`src/rtl/conv_pkg.sv`:
```
// Shared widths, types and constants for the 3x3 convolution + ReLU stage.
package conv_pkg;
    localparam int COEF_W         = 8;
    localparam int BIAS_W         = 16;
    localparam int ACC_W          = 22;
    localparam int PROD_W         = 17;
    localparam int NUM_TAPS       = 9;
    localparam int STAGES         = 4;
    localparam int OUT_W          = 510;
    localparam int COL_W          = $clog2(OUT_W);
    localparam int COEF_ADDR_BIAS = 9;
    localparam int PIX_MAX        = 255;

    typedef logic signed [COEF_W-1:0] coef_t;
    typedef logic signed [BIAS_W-1:0] bias_t;
    typedef logic signed [ACC_W-1:0]  acc_t;

    typedef enum logic {ST_IDLE, ST_RUN} state_t;
endpackage

```
`src/rtl/conv3x3_mac_pipe.sv`:
```
// Four-stage datapath: products, row sums, total + bias, shift/ReLU/saturate.
module conv3x3_mac_pipe
    import conv_pkg::*;
#(
    parameter int SHIFT = 4
) (
    input  logic                       i_clk,
    input  logic                       i_rst_n,
    input  logic [71:0]                i_win_data,
    input  logic                       i_win_valid,
    input  logic [NUM_TAPS*COEF_W-1:0] i_coef,
    input  logic [BIAS_W-1:0]          i_bias,
    output logic [7:0]                 o_pixel,
    output logic                       o_pixel_valid,
    output logic                       o_any_valid
);
    logic [NUM_TAPS-1:0][PROD_W-1:0] prod_d, prod_q;
    logic [2:0][ACC_W-1:0]           row_d, row_q;
    acc_t                            tot_d, tot_q;
    logic [7:0]                      pix_d, pix_q;
    logic [STAGES:1]                 vld_d, vld_q;
    acc_t                            shifted;

    always_comb begin
        prod_d = '0;
        row_d  = '0;
        for (int k = 0; k < NUM_TAPS; k++) begin
            // Pixels are unsigned: zero-extend before the signed multiply.
            prod_d[k] = PROD_W'($signed({1'b0, i_win_data[8*k +: 8]}))
                      * PROD_W'($signed(i_coef[COEF_W*k +: COEF_W]));
        end
        for (int r = 0; r < 3; r++) begin
            row_d[r] = ACC_W'($signed(prod_q[3*r]))
                     + ACC_W'($signed(prod_q[3*r+1]))
                     + ACC_W'($signed(prod_q[3*r+2]));
        end
        tot_d   = row_q[0] + row_q[1] + row_q[2] + ACC_W'($signed(i_bias));
        shifted = tot_q >>> SHIFT;
        if (shifted[ACC_W-1])
            pix_d = 8'h00;
        else if (shifted > acc_t'(PIX_MAX))
            pix_d = 8'hFF;
        else
            pix_d = shifted[7:0];
        vld_d = {vld_q[STAGES-1:1], i_win_valid};
    end

    always_ff @(posedge i_clk) begin
        if (!i_rst_n) begin
            prod_q <= '0;
            row_q  <= '0;
            tot_q  <= '0;
            pix_q  <= '0;
            vld_q  <= '0;
        end else begin
            prod_q <= prod_d;
            row_q  <= row_d;
            tot_q  <= tot_d;
            pix_q  <= pix_d;
            vld_q  <= vld_d;
        end
    end

    assign o_pixel       = pix_q;
    assign o_pixel_valid = vld_q[STAGES];
    assign o_any_valid   = |vld_q;
endmodule

```
`src/rtl/conv3x3_relu_stage.sv`:
```
// 3x3 conv + bias + shift + ReLU stage: coefficient registers, line FSM and
// write-error reporting around the MAC pipeline.
module conv3x3_relu_stage
    import conv_pkg::*;
#(
    parameter int SHIFT = 4
) (
    input  logic        i_clk,
    input  logic        i_rst_n,
    input  logic [71:0] i_win_data,
    input  logic        i_win_valid,
    input  logic        i_coef_we,
    input  logic [3:0]  i_coef_addr,
    input  logic [15:0] i_coef_data,
    output logic [7:0]  o_pixel,
    output logic        o_pixel_valid,
    output logic        o_line_done,
    output logic        o_coef_err,
    output logic        o_busy
);
    logic [NUM_TAPS*COEF_W-1:0] coef_d, coef_q;
    logic [BIAS_W-1:0]          bias_d, bias_q;
    state_t                     state_d, state_q;
    logic [COL_W-1:0]           col_d, col_q;
    logic                       err_d, err_q;
    logic                       any_vld, wr_ok, line_done;

    conv3x3_mac_pipe #(.SHIFT(SHIFT)) u_pipe (
        .i_clk         (i_clk),
        .i_rst_n       (i_rst_n),
        .i_win_data    (i_win_data),
        .i_win_valid   (i_win_valid),
        .i_coef        (coef_q),
        .i_bias        (bias_q),
        .o_pixel       (o_pixel),
        .o_pixel_valid (o_pixel_valid),
        .o_any_valid   (any_vld)
    );

    assign o_busy    = (state_q == ST_RUN) | any_vld;
    assign line_done = o_pixel_valid && (col_q == COL_W'(OUT_W-1));

    always_comb begin
        coef_d  = coef_q;
        bias_d  = bias_q;
        state_d = state_q;
        col_d   = col_q;
        // A window in the same cycle blocks the write so a line never mixes coefficient sets.
        wr_ok   = i_coef_we && !o_busy && !i_win_valid && (i_coef_addr <= 4'(COEF_ADDR_BIAS));
        err_d   = i_coef_we && !wr_ok;
        if (wr_ok) begin
            if (i_coef_addr == 4'(COEF_ADDR_BIAS))
                bias_d = i_coef_data;
            for (int k = 0; k < NUM_TAPS; k++)
                if (i_coef_addr == 4'(k))
                    coef_d[COEF_W*k +: COEF_W] = i_coef_data[COEF_W-1:0];
        end
        if (o_pixel_valid)
            col_d = line_done ? '0 : col_q + COL_W'(1);
        case (state_q)
            // Windows still in flight after a line end resume RUN straight away.
            ST_IDLE: if (i_win_valid || any_vld) state_d = ST_RUN;
            ST_RUN:  if (line_done) state_d = ST_IDLE;
            default: state_d = ST_IDLE;
        endcase
    end

    always_ff @(posedge i_clk) begin
        if (!i_rst_n) begin
            coef_q  <= '0;
            bias_q  <= '0;
            state_q <= ST_IDLE;
            col_q   <= '0;
            err_q   <= 1'b0;
        end else begin
            coef_q  <= coef_d;
            bias_q  <= bias_d;
            state_q <= state_d;
            col_q   <= col_d;
            err_q   <= err_d;
        end
    end

    assign o_line_done = line_done;
    assign o_coef_err  = err_q;
endmodule

```
`config.mk`:
```
export PLATFORM = sky130hd
export DESIGN_NAME = conv3x3_relu_stage
export DESIGN_NICKNAME = d
export VERILOG_FILES = /design/src/rtl/conv_pkg.sv /design/src/rtl/conv3x3_mac_pipe.sv /design/src/rtl/conv3x3_relu_stage.sv
export SDC_FILE = /design/constraint.sdc
export NUM_CORES = 2
export LEC_CHECK = 0
export CAP_MARGIN = 20
export CORE_AREA = 2 2 184 321
export DETAILED_ROUTE_END_ITERATION = 12
export DIE_AREA = 0 0 186 323
export PLACE_DENSITY = 0.77
export RECOVER_POWER = 25
export SLEW_MARGIN = 20
export SYNTH_ARGS = -nofsm -noshare
export SYNTH_HDL_FRONTEND = slang
export SYNTH_SLANG_ARGS = --single-unit
```
`constraint.sdc`:
```
create_clock -name i_clk -period 7.64 [get_ports i_clk]
set_clock_uncertainty 0.2 [all_clocks]
set_input_delay 0.764 -clock i_clk [delete_from_list [all_inputs] [get_ports i_clk]]
set_output_delay 0.764 -clock i_clk [all_outputs]
set_load 0.02 [all_outputs]
```
==> results.cfg <==
[placed_design]
place_hpwl_mm = 62.7
gp_congestion = 0.895
io_buffers = 107

[grt]
grt_usage = 0.275
antenna_found_initial = 1
grt_pass1_wl_mm = 131
grt_start_max_net_pins = 155
grt_overflow = 0
grt_pass1_vias = 26500

[critical_path]
cp-start-kind = input pin
critPathRequiredTime_ns = 7.82
path_class = in -> reg
cp_max_fo = 8
cp-end-kind = flop
arrival_ns = 5.55

[synthesis]
synth_area_sq_um = 34000
synthArstFlopShare = 0
synth-xor-area-share = 0.0280
muxShareOfSynthArea = 0.0268
synth-seq-cells = 339
ys_seq_area_frac = 0.199
synth-simple-area-share = 0.189
synth_compound_area_frac = 0.0679
synth_nets = 4654
synth.avg_cell_area_sq_um = 9.26
synthAdderAreaFrac = 0.419
ys_dominant_reg_cell = dfxtp_1
synth_top_family_by_area = adder cells
ys_top_cells_by_area = fa_1, dfxtp_1, ha_1
ys_types = 66
synthTopCellsByCount = inv_1, ha_1, fa_1
yosysMostFrequentCell = inv_1
synth_cells = 3674
synth.top_cell.area_share = 0.250
synth-edff-count = 0
yosysTopAreaCell = fa_1
yosys_warnings = 0

[sta]
grt_setup_unrepaired = no
slew_headroom = -1.12
period_needed_ns = 5.37
setup_violations = 0
maxSlewViolCount = 110
fin_crit_sh = 0.703
final_hold_viol_count = 0
max_slew.worst_pin.slew_ns = 3.17
setup_tns_ns = 0
max_freq_ghz = 0.186

[clock_tree]
clock_latency_ns = 0.55
root_buffer = clkbuf_16
htreeDepth = 2
cts_hold_buf = 0
clock_path_buffers = 3
cts_tree = built
post_cts.repair.setup_buffers = 0
path_clk_slew_ns = 0.07
cts_sinks = 339
cts.repair.resized = 0
cts_inserted_buffers = 35

[floorplanning]
fp-row-count = 117
design.core.area_sq_um = 57800
fp.dieH_microns = 323
io_pins = 108
die-area_sq_um = 60100
start_util = 0.589
die_width_microns = 186

[final_layout]
multi_input_area_sq_um = 24900
regArea_sq_um = 6790
final_nets = 4750
drive_gt1_frac = 0.0248
utilization = 0.642
num_antenna_cells = 0
syn2layout_area_growth_pct = 9.06
nFillCells = 4761

[power_and_ir_drop]
power_mw = 3.81
cellPowerDensity_nw_per_um2 = 103
peakVddDrop_mv = 0.115
leakage_nw = 19.2

[route]
wirelength_mm = 78.4
via_per_inst = 5.46
ant_nets = 0
drc_errors = 0
vias = 24900
wl_per_cell_microns = 17.2
drt_first_pass_iters = 5
drt_first_iter_violations = 1083

[run_status]
violations = max-capacitance violations, max-slew violations
outcome = finished, violations left

[min_path]
hold_path_class = reg -> reg

[run]
timing.max_cap.violations = 2
==> path summary, 6_finish.rpt <==
path | from | to | slack, ns | depth (start not counted)
min | u_pipe.tot_q[8] | u_pipe.o_pixel[4] | 0.26 | 1
max | i_win_data[66] | u_pipe.prod_q[150] | 2.27 | 16
min reg2reg | u_pipe.tot_q[8] | u_pipe.o_pixel[4] | 0.26 | 1
max reg2reg | coef_q[71] | u_pipe.prod_q[150] | 2.54 | 14
==> state kept, by name, summed over array words and instances (netlist names) <==
name,count
u_pipe.row_q,57
bias_q,16
u_pipe.prod_q,153
u_pipe.o_pixel,8
u_pipe.vld_q,4
coef_q,72
u_pipe.tot_q,18
state_q,1
o_coef_err,1
col_q,9
==> layout make-up <==
cell class | instances | area share
well taps | 773 | 0.0261
clock buffers | 46 | 0.0266
multi-input cells | 2698 | 0.670
clock inverters | 17 | 0.00543
inverters | 577 | 0.0585
flip-flops and latches | 339 | 0.183
repair buffers | 119 | 0.0309
==> critical path, cell delays in order <==
cell and delay (ns):
dlygate4sd3_1 0.70, nand2_1 0.11, fa_1 0.49, fa_1 0.55
inv_1 0.06, fa_1 0.54, inv_1 0.06, fa_1 0.53
inv_1 0.04, ha_1 0.33, o21ai_0 0.12, a21boi_0 0.36
o31ai_1 0.18, a21oi_1 0.24, nor4_1 0.07, nor4b_1 0.41
==> routing by layer <==
layer / track usage / share of wire / up-vias
li1: - / - / 11900
met1: 0.303 / 0.38 / 12200
met2: 0.504 / 0.52 / 563
met3: 0.0336 / 0.037 / 258
met4: 0.157 / 0.066 / 2
met5: 0 / 0.00018 / -
==> cells by family (layout without fill, tap and decap cells) <==
family,Yosys count,after routing
mux,91,91
xor+xnor,109,109
fa+ha+maj,884,884
compound gates,365,365
flops,339,339
buf+inv,637,759
simple gates,1249,1249
==> where the power goes <==
group          leakage, nW  total (mW)  switching [mW]  internal (mW)
logic                 15.8       0.249           0.157         0.0919
clock network        0.581        1.77           0.747           1.03
registers             2.73        1.79          0.0106           1.78
total                 19.2        3.81           0.914           2.90
==> stage by stage <==
stage,area (sq um),hold WS (ns),instances,setup WS (ns)
after CTS,37100,0.255,4569,2.32
final,37100,0.258,4569,2.27
after detailed placement,35900,0.231,4506,1.89
after global placement,35900,0.227,4506,1.92
after floorplan,34000,0.218,3674,2.85
after global routing,37100,0.273,4569,2.05
==> layout by cell type (no fill, tap or decap), types with 7 or more instances in the layout <==
cell,count
mux2i_1,91
or2_2,11
a21o_1,50
o31ai_1,11
a31oi_1,13
nor3b_1,10
buf_4,11
a211oi_1,12
and2_1,397
dfxtp_1,339
o21bai_1,14
nand2_1,240
inv_1,576
o211ai_1,8
nor3_1,57
o21ai_0,69
nor2b_1,49
clkbuf_16,35
clkdlybuf4s50_1,92
nand2b_1,63
and3_1,15
or3_1,7
a21oi_1,115
nand4_1,13
nor4_1,13
nand3_1,40
ha_1,459
nor2_1,300
fa_1,425
clkbuf_8,7
and2_0,13
dlygate4sd3_1,13
xor2_1,59
xnor2_1,50
o21a_1,27
No activity file was read; power rests on OpenSTA's default activity.
